`src/rtl/instr_reg_decode_if.sv`:
```
// instr_reg_decode_if: fetch handshake and decoded-instruction bundle between controller and instruction register
interface instr_reg_decode_if;
    logic        fetch_req;
    logic        mem_valid;
    logic [31:0] mem_rdata;
    logic        ir_consume;
    logic        busy;
    logic        ir_valid;
    logic [31:0] ir;
    logic [5:0]  opcode;
    logic [4:0]  rs;
    logic [4:0]  rt;
    logic [4:0]  rd;
    logic [4:0]  shamt;
    logic [5:0]  funct;
    logic [15:0] imm16;
    logic        ext_sign;
    logic        illegal;
    logic        timeout;
    modport slave (
        input  fetch_req, mem_valid, mem_rdata, ir_consume,
        output busy, ir_valid, ir, opcode, rs, rt, rd, shamt, funct, imm16, ext_sign, illegal, timeout
    );
    modport master (
        output fetch_req, mem_valid, mem_rdata, ir_consume,
        input  busy, ir_valid, ir, opcode, rs, rt, rd, shamt, funct, imm16, ext_sign, illegal, timeout
    );
endinterface

```
`src/rtl/instr_reg_decode.sv`:
```
// instr_reg_decode: instruction fetch register with wait timeout and combinational field decode
module instr_reg_decode #(
    parameter int TIMEOUT = 255
) (
    input logic                clk,
    input logic                rst,
    instr_reg_decode_if.slave  bus
);
    typedef enum logic [1:0] {IDLE, WAIT, HOLD} state_t;
    localparam logic [7:0] TO = 8'(TIMEOUT);
    state_t      state, state_n;
    logic [31:0] ir_q, ir_n;
    logic        irv_q, irv_n, to_q, to_n;
    logic [7:0]  cnt, cnt_n, cnt_inc;
    logic        legal;
    always_ff @(posedge clk) begin
        if (rst) begin
            state <= IDLE;
            ir_q  <= '0;
            irv_q <= 1'b0;
            to_q  <= 1'b0;
            cnt   <= '0;
        end else begin
            state <= state_n;
            ir_q  <= ir_n;
            irv_q <= irv_n;
            to_q  <= to_n;
            cnt   <= cnt_n;
        end
    end
    assign cnt_inc = (cnt == 8'hFF) ? cnt : cnt + 8'd1;
    always_comb begin
        state_n = state;
        ir_n    = ir_q;
        irv_n   = irv_q;
        to_n    = to_q;
        cnt_n   = cnt;
        case (state)
            IDLE: if (bus.fetch_req) begin
                state_n = WAIT;
                cnt_n   = '0;
                to_n    = 1'b0;
            end
            WAIT: if (bus.mem_valid) begin
                state_n = HOLD;
                ir_n    = bus.mem_rdata;
                irv_n   = 1'b1;
            end else begin
                cnt_n = cnt_inc;
                if (cnt_inc == TO) begin
                    state_n = IDLE;
                    to_n    = 1'b1;
                end
            end
            HOLD: if (bus.fetch_req) begin
                state_n = WAIT;
                cnt_n   = '0;
            end else if (bus.ir_consume) begin
                state_n = IDLE;
                irv_n   = 1'b0;
            end
            default: state_n = IDLE;
        endcase
    end
    assign bus.busy     = (state == WAIT);
    assign bus.ir_valid = irv_q;
    assign bus.ir       = ir_q;
    assign bus.timeout  = to_q;
    assign bus.opcode   = ir_q[31:26];
    assign bus.rs       = ir_q[25:21];
    assign bus.rt       = ir_q[20:16];
    assign bus.rd       = ir_q[15:11];
    assign bus.shamt    = ir_q[10:6];
    assign bus.funct    = ir_q[5:0];
    assign bus.imm16    = ir_q[15:0];
    // logical immediates (andi/ori/xori/lui) zero-extend
    assign bus.ext_sign = (ir_q[31:28] != 4'b0011);
    assign legal = ir_q[31:26] inside {[6'h00:6'h05], [6'h08:6'h10], 6'h1C, 6'h20, 6'h21,
                                       6'h23, 6'h24, 6'h25, 6'h28, 6'h29, 6'h2B};
    assign bus.illegal  = irv_q && !legal;
endmodule
```
`src/flat_wrapper.sv`:
```
// flat-port wrapper written by rule: the top's interface ports become plain ports
module instr_reg_decode_flat 
#(
    parameter int TIMEOUT = 255
)
  (clk, rst, bus_fetch_req, bus_mem_valid, bus_mem_rdata, bus_ir_consume, bus_busy, bus_ir_valid, bus_ir, bus_opcode, bus_rs, bus_rt, bus_rd, bus_shamt, bus_funct, bus_imm16, bus_ext_sign, bus_illegal, bus_timeout);
  instr_reg_decode_if bus_i ();
  input logic clk;
  input logic rst;
  input wire logic [$bits(bus_i.fetch_req)-1:0] bus_fetch_req;
  input wire logic [$bits(bus_i.mem_valid)-1:0] bus_mem_valid;
  input wire logic [$bits(bus_i.mem_rdata)-1:0] bus_mem_rdata;
  input wire logic [$bits(bus_i.ir_consume)-1:0] bus_ir_consume;
  output wire logic [$bits(bus_i.busy)-1:0] bus_busy;
  output wire logic [$bits(bus_i.ir_valid)-1:0] bus_ir_valid;
  output wire logic [$bits(bus_i.ir)-1:0] bus_ir;
  output wire logic [$bits(bus_i.opcode)-1:0] bus_opcode;
  output wire logic [$bits(bus_i.rs)-1:0] bus_rs;
  output wire logic [$bits(bus_i.rt)-1:0] bus_rt;
  output wire logic [$bits(bus_i.rd)-1:0] bus_rd;
  output wire logic [$bits(bus_i.shamt)-1:0] bus_shamt;
  output wire logic [$bits(bus_i.funct)-1:0] bus_funct;
  output wire logic [$bits(bus_i.imm16)-1:0] bus_imm16;
  output wire logic [$bits(bus_i.ext_sign)-1:0] bus_ext_sign;
  output wire logic [$bits(bus_i.illegal)-1:0] bus_illegal;
  output wire logic [$bits(bus_i.timeout)-1:0] bus_timeout;
  assign bus_i.fetch_req = bus_fetch_req;
  assign bus_i.mem_valid = bus_mem_valid;
  assign bus_i.mem_rdata = bus_mem_rdata;
  assign bus_i.ir_consume = bus_ir_consume;
  assign bus_busy = bus_i.busy;
  assign bus_ir_valid = bus_i.ir_valid;
  assign bus_ir = bus_i.ir;
  assign bus_opcode = bus_i.opcode;
  assign bus_rs = bus_i.rs;
  assign bus_rt = bus_i.rt;
  assign bus_rd = bus_i.rd;
  assign bus_shamt = bus_i.shamt;
  assign bus_funct = bus_i.funct;
  assign bus_imm16 = bus_i.imm16;
  assign bus_ext_sign = bus_i.ext_sign;
  assign bus_illegal = bus_i.illegal;
  assign bus_timeout = bus_i.timeout;
  instr_reg_decode #(.TIMEOUT(TIMEOUT)) u_core (.clk(clk), .rst(rst), .bus(bus_i));
endmodule
```
`config.mk`:
```
export PLATFORM = sky130hd
export DESIGN_NAME = instr_reg_decode_flat
export DESIGN_NICKNAME = d
export VERILOG_FILES = /design/src/rtl/instr_reg_decode_if.sv /design/src/rtl/instr_reg_decode.sv /design/src/flat_wrapper.sv
export SDC_FILE = /design/constraint.sdc
export NUM_CORES = 1
export LEC_CHECK = 0
export ABC_AREA = 1
export CAP_MARGIN = 20
export CORE_ASPECT_RATIO = 1.75
export CORE_UTILIZATION = 36
export DETAILED_ROUTE_END_ITERATION = 8
export PLACE_DENSITY_LB_ADDON = 0.08
export SLEW_MARGIN = 30
export SYNTH_ARGS = -nofsm -noshare
export SYNTH_HDL_FRONTEND = slang
export SYNTH_SLANG_ARGS = --single-unit
```
`constraint.sdc`:
```
create_clock -name clk -period 1.4 [get_ports clk]
set_input_delay 0.14 -clock clk [delete_from_list [all_inputs] [get_ports clk]]
set_output_delay 0.14 -clock clk [all_outputs]
set_load 0.01 [all_outputs]
```
* Word-level counts from Yosys, hierarchy flattened
Index checks and enable logic that the tools add are counted.
W data, S select, Z words.
** Storage, ports and cells
- Input port bits :: 37
- Register bits after elaboration :: 44
** Operators by class
- $lt $le $gt $ge :: 4
- Eq/ne operators :: 23
- Reduce and logical (&&, ||, !) cells :: 15
- Multiplexer cells :: 18
- $add $sub $neg :: 1
** Operators with widths (number)
- $eq A6 B6 Y1 const B :: 8
- $mux W8 :: 3
- $eq A8 B8 Y1 const B :: 2
- $pmux W8 S2 :: 1
- $reduce_bool A11 Y1 :: 1
- $mux W2 :: 5
- $ne A2 B2 Y1 const B :: 5
- $add A8 B1 Y8 const B :: 1
- $reduce_and A4 Y1 :: 2
- $eq A6 B5 Y1 const B :: 1
- $ge A6 B1 Y1 const B :: 1
- $ge A6 B4 Y1 const B :: 1
- $le A6 B3 Y1 const B :: 1
- $le A6 B5 Y1 const B :: 1
- $mux W1 :: 6
- $pmux W2 S3 :: 1
- $reduce_and A3 Y1 :: 2
- $reduce_bool A2 Y1 :: 3
- $ne A2 B1 Y1 const B :: 2
- $ne A4 B2 Y1 const B :: 1
- $pmux W1 S2 :: 2
- $logic_and A1 B1 Y1 :: 3
- $ne A3 B2 Y1 const B :: 1
- $ne A3 B3 Y1 const B :: 1
- other kinds (6) :: 6

* Longest topological paths before layout
- Word-level depth :: 6
- Gate-level depth with buffers :: 11

* Worst setup path after synthesis
Ideal clock, no wire load.
- Path kind :: register to register
- Start point :: register u_core.cnt[0]
- End point :: register u_core.state[0]
- Required time :: 1269 ps
- Arrival :: 1263 ps
- Stages on the path, launching flop included :: 11
- Slack :: 6 ps
- Library setup time :: 131 ps
- Buffers on the path :: 0
- Cells stage by stage :: dfxtp_1 ha_1 nand2_4 nor2_8 nand3_1 nand2_2 nand2_2 nor2_2 nand2_1 nand2_1 a21oi_2
** Between the ends
- Word-level cells in the longest chain between the ends :: 5
- Elaborated cells between the ends (all ways) :: 6
- Classes of those cells :: add/sub (1); eq/ne (3); mux (1); reduce/logical (1)
** Ends and longest elaborated chain
- start, declared :: RTL line instr_reg_decode.sv:14 : logic [7:0] cnt, cnt_n, cnt_inc;
- start signal, assigned :: RTL line instr_reg_decode.sv:28 : cnt <= cnt_n;
- $add A8 B1 Y8 or $eq A8 B8 Y1 (tied branches) :: RTL line instr_reg_decode.sv:31 : assign cnt_inc = (cnt == 8'hFF) ? cnt : cnt + 8'd1;
- $mux W8 * :: RTL line instr_reg_decode.sv:31
- $eq A8 B8 Y1 * :: RTL line instr_reg_decode.sv:50 : if (cnt_inc == TO) begin
- $ne A3 B2 Y1 (no source line) *
- $reduce_and A3 Y1 (no source line) *
- end signal, assigned :: RTL line instr_reg_decode.sv:24 : state <= state_n;
- end, declared :: RTL line instr_reg_decode.sv:11 : state_t state, state_n;
Mark *: on every way between the ends. The rest lies on a longest branch, timed or not.
A chain may end at the register's enable or synchronous reset.

* Final worst setup path
- Start point :: register u_core.ir_q[29], in the netlist u_core.bus.ir[29]
- End point :: output port bus_illegal
** Between the ends
- Word-level cells in the longest chain between the ends :: 5
- Elaborated cells between the ends (all ways) :: 18
- Classes of those cells :: order compare (4); eq/ne (9); reduce/logical (5)
** Ends and longest elaborated chain
- start, declared :: RTL line instr_reg_decode.sv:12 : logic [31:0] ir_q, ir_n;
- start signal, assigned :: RTL line instr_reg_decode.sv:25 : ir_q <= ir_n;
- $ge A6 B1 Y1, or another cell as far along :: RTL line instr_reg_decode.sv:78 : assign legal = ir_q[31:26] inside {[6'h00:6'h05], [6'h08:6'h10], 6'h1C, 6'h20, 6'h21,
- $logic_and A1 B1 Y1 :: RTL line instr_reg_decode.sv:78
- $reduce_bool A11 Y1 * :: RTL line instr_reg_decode.sv:78
- $logic_not A1 Y1 * :: RTL line instr_reg_decode.sv:80 : assign bus.illegal = irv_q && !legal;
- $logic_and A1 B1 Y1 * :: RTL line instr_reg_decode.sv:80
- end, declared :: RTL line flat_wrapper.sv:25 : output wire logic [$bits(bus_i.illegal)-1:0] bus_illegal;
Marked as above.

==> results by group <==
Critical path
  – Worst path bufs/invs: 2
  – Worst setup path end: bus_illegal
  – CP Max Fanout: 3
  – Startpoint Class: flop
  – Max stage delay on crit path: 0.34 ns
  – Worst r2r src: u_core.cnt[1]$_SDFFE_PP0P_
  – Crit end category: output port
  – Worst Path Required: 1.26 ns
  – CP Class: reg2out
  – CP max stage cell: dfxtp_2
  – Reg2reg setup slack: 0.01 ns
  – WP depth: 8
  – Crit path max-delay family: compound AO/OA/AOI/OAI gates
  – CP arrival: 1.38 ns
  – Worst path cell trace: nand2_2 -> inv_2 -> o21ai_2 -> o21ai_1 -> a21oi_1 -> nor2_1 -> o21a_1 -> buf_2
  – Reg2reg end: u_core.state[0]$_SDFFE_PP0P_
  – Worst setup path startpoint: u_core.bus.ir[29]$_SDFFE_PP0P_
  – R2R cell count: 10

Synthesis
  – Synth cell types: 28
  – Avg Inst Size Synth: 7.35 µm²
  – Mapped Cells: 315
  – Asr flop ratio synth: 0
  – EDFF count, synth: 0
  – Yosys warnings: 0
  – Synth Register Bits: 44
  – Synthesized area: 0.00231 mm²
  – Seq/Total Area, Yosys: 0.381
  – Syn nets: 353
  – Most used DFF post-synth: dfxtp_1

STA
  – Fin crit share: 1.09
  – Final min period: 1.52 ns
  – Final number of hold-violating endpoints: 0
  – Slew Limit Headroom: 0.830
  – Worst-Margin Slew: 0.254 ns
  – Hold WS: 0.409 ns
  – Final WS setup: -0.124 ns
  – Fmax: 656 MHz
  – RSZ-0062 raised after global routing: true
  – Worst Skew: 0.00624 ns
  – Final Max Slew Viols: 0
  – Endpoints failing setup: 1

Final layout
  – Most frequent cells in the layout: 70 x nand2_1, 67 x clkdlybuf4s50_1, 43 x a21oi_1
  – Design area: 0.00366 mm²
  – Fraction of layout cells with a size suffix above 1: 0.193
  – Post-layout util: 0.592
  – Number of fill cells: 605
  – Growth of design area from synthesis to finish: 58.1%
  – Final nets: 446
  – Antenna diodes: 0
  – Commonest non-fill, non-tap cell in the layout: nand2_1

Floorplanning
  – # IOs: 122
  – Die width: 62.6 µm
  – Core area: 0.00618 mm²
  – Starting Density: 0.374
  – Die area: 0.00677 mm²
  – Core Rows: 38
  – Die Span Y: 108 µm

Detailed routing
  – Routed vias: 2287
  – DRC: 0
  – Post-Route WL: 6.39 mm
  – Wire per inst: 13.1 µm
  – 1st-iter DRT viols: 74
  – DR vias/cell: 4.68
  – Detail Route Antenna Nets: 0
  – DR pass1 iterations: 5

Power
  – VDD IR max: 0.755 mV
  – NetSw: 0.000701 W
  – Power Density: 773 mW/mm²
  – Internal cell power: 0.00213 W
  – Switching share of power: 0.248
  – Clock share of power: 0.339
  – Seq pwr share: 0.471
  – Combinational Power Share: 0.191
  – Pleak: 2.05 nW

Clocking
  – H-tree depth: 2
  – CTS max path bufs: 2
  – CTS sink count: 44
  – Cts bufs inserted: 5
  – Hold buffer count at cts: 0
  – Later-pin clock latency in the skew report: 0.29 ns
  – CTS tree: yes
  – Clock-pin slew on the worst setup and hold paths: 0.08 ns
  – CTS root buffer: clkbuf_8

Global route
  – Pin count of the biggest net entering global routing: 27
  – Vias in the first global route: 2055
  – Gr usage total: 0.182
  – GR Overflow Total: 0
  – Initial antenna violation count: 0
  – Global-route wire length before repair: 9.63 mm

Job
  – Max-Cap Viols: 0

Placed design
  – Dpl hpwl: 4.80 mm
  – PortBufs: 121
  – Routability congestion estimate: 0.814
  – Placed instance area: 0.00340 mm²

Outcome
  – Failing checks: negative setup slack
  – Status: complete, but fails checks

Hold path
  – Hold Crit Class: in2reg
  – Min-delay src: bus_mem_rdata[4]
worst min-delay path, delay by kind of cell:
family | cells | cell delay [ns]
simple gates | 1 | 0.08
compound gates | 1 | 0.06
buf+inv | 1 | 0.39
per-stage QoR:
stage          power [W]  worst slack (ns)  TNS (ns)  instances
5_1_grt          0.00297            -0.248    -0.428        489
4_1_cts          0.00286            -0.150    -0.150        487
6_report         0.00283            -0.124    -0.124        489
2_1_floorplan    0.00162           0.00650         0        315
3_3_place_gp     0.00191            -0.201    -0.619        478
3_5_place_dp     0.00191            -0.251    -0.878        478
timing repair:
item / 4_1_cts / 5_1_grt
buffers inserted: 1 / 2
cloned: 0 / 0
resized for setup: 38 / 56
endpoints found under the setup margin: 22 / 88
hold endpoints to repair: 0 / 0
pin swaps: 3 / 5
final cells by class:
type / count / area (µm²) / share of cell area
multi-input cells: 193 / 992 / 0.271
well taps: 80 / 100 / 0.0274
clock inverters: 2 / 35.0 / 0.00957
clock buffers: 6 / 72.6 / 0.0198
repair buffers: 148 / 1500 / 0.410
inverters: 16 / 60.1 / 0.0164
flip-flops and latches: 44 / 901 / 0.246
routing by layer:
metal / vias up / part of all wire / routed length (µm) / global-route usage
li1: 1160 / - / - / -
met5: - / 0 / 0 / 0
met4: 0 / 0.018 / 116 / 0.0797
met3: 9 / 0.042 / 268 / 0.0316
met1: 1046 / 0.37 / 2340 / 0.188
met2: 72 / 0.57 / 3670 / 0.352
power by group through the flow:
stage | registers, W | clock network (W) | logic, W
3_5_place_dp | 0.00136 | 0 | 0.000555
6_report | 0.00133 | 0.000957 | 0.000539
3_3_place_gp | 0.00136 | 0 | 0.000552
5_1_grt | 0.00134 | 0.00105 | 0.000585
4_1_cts | 0.00133 | 0.000989 | 0.000545
2_1_floorplan | 0.00137 | 0 | 0.000242
registers in the layout (all words and copies together) (netlist names):
signal and cells:
u_core.bus.ir 32, u_core.bus.ir_valid 1, u_core.state 2, u_core.bus.timeout 1, u_core.cnt 8
worst min path at each step:
stage	to	slack, ns	cells past startpoint
after global placement	u_core.bus.ir[16]$_SDFFE_PP0P_	0.47	2
after CTS	u_core.bus.ir[20]$_SDFFE_PP0P_	0.40	3
after global routing	u_core.bus.ir[14]$_SDFFE_PP0P_	0.41	3
after detailed placement	u_core.bus.ir[16]$_SDFFE_PP0P_	0.48	2
after floorplan	u_core.bus.ir[10]$_SDFFE_PP0P_	0.31	2
final	u_core.bus.ir[4]$_SDFFE_PP0P_	0.41	3
synthesized netlist by cell type (3+ instances only):
cell type | instances | area share
nand3_1 | 37 | 0.080
buf_4 | 48 | 0.16
nand2_1 | 71 | 0.12
nor2_2 | 3 | 0.0081
nand2_2 | 5 | 0.014
buf_2 | 8 | 0.017
a21oi_1 | 43 | 0.093
o21ai_0 | 8 | 0.017
nor2_1 | 9 | 0.015
clkbuf_1 | 5 | 0.0081
inv_1 | 13 | 0.021
dfxtp_1 | 44 | 0.38
cells by family (layout without fill, tap and decap cells):
group | after synthesis | in the layout | share of synthesized area
xor gates and xnor gates | 1 | 1 | 0.00378
buffers and inverters | 78 | 172 | 0.209
adders and majority gates | 1 | 1 | 0.00540
AOI/OAI and AO/OA | 60 | 60 | 0.140
DFF | 44 | 44 | 0.381
and+or+nand+nor | 131 | 131 | 0.262
Power figures use the tool's default switching activity.
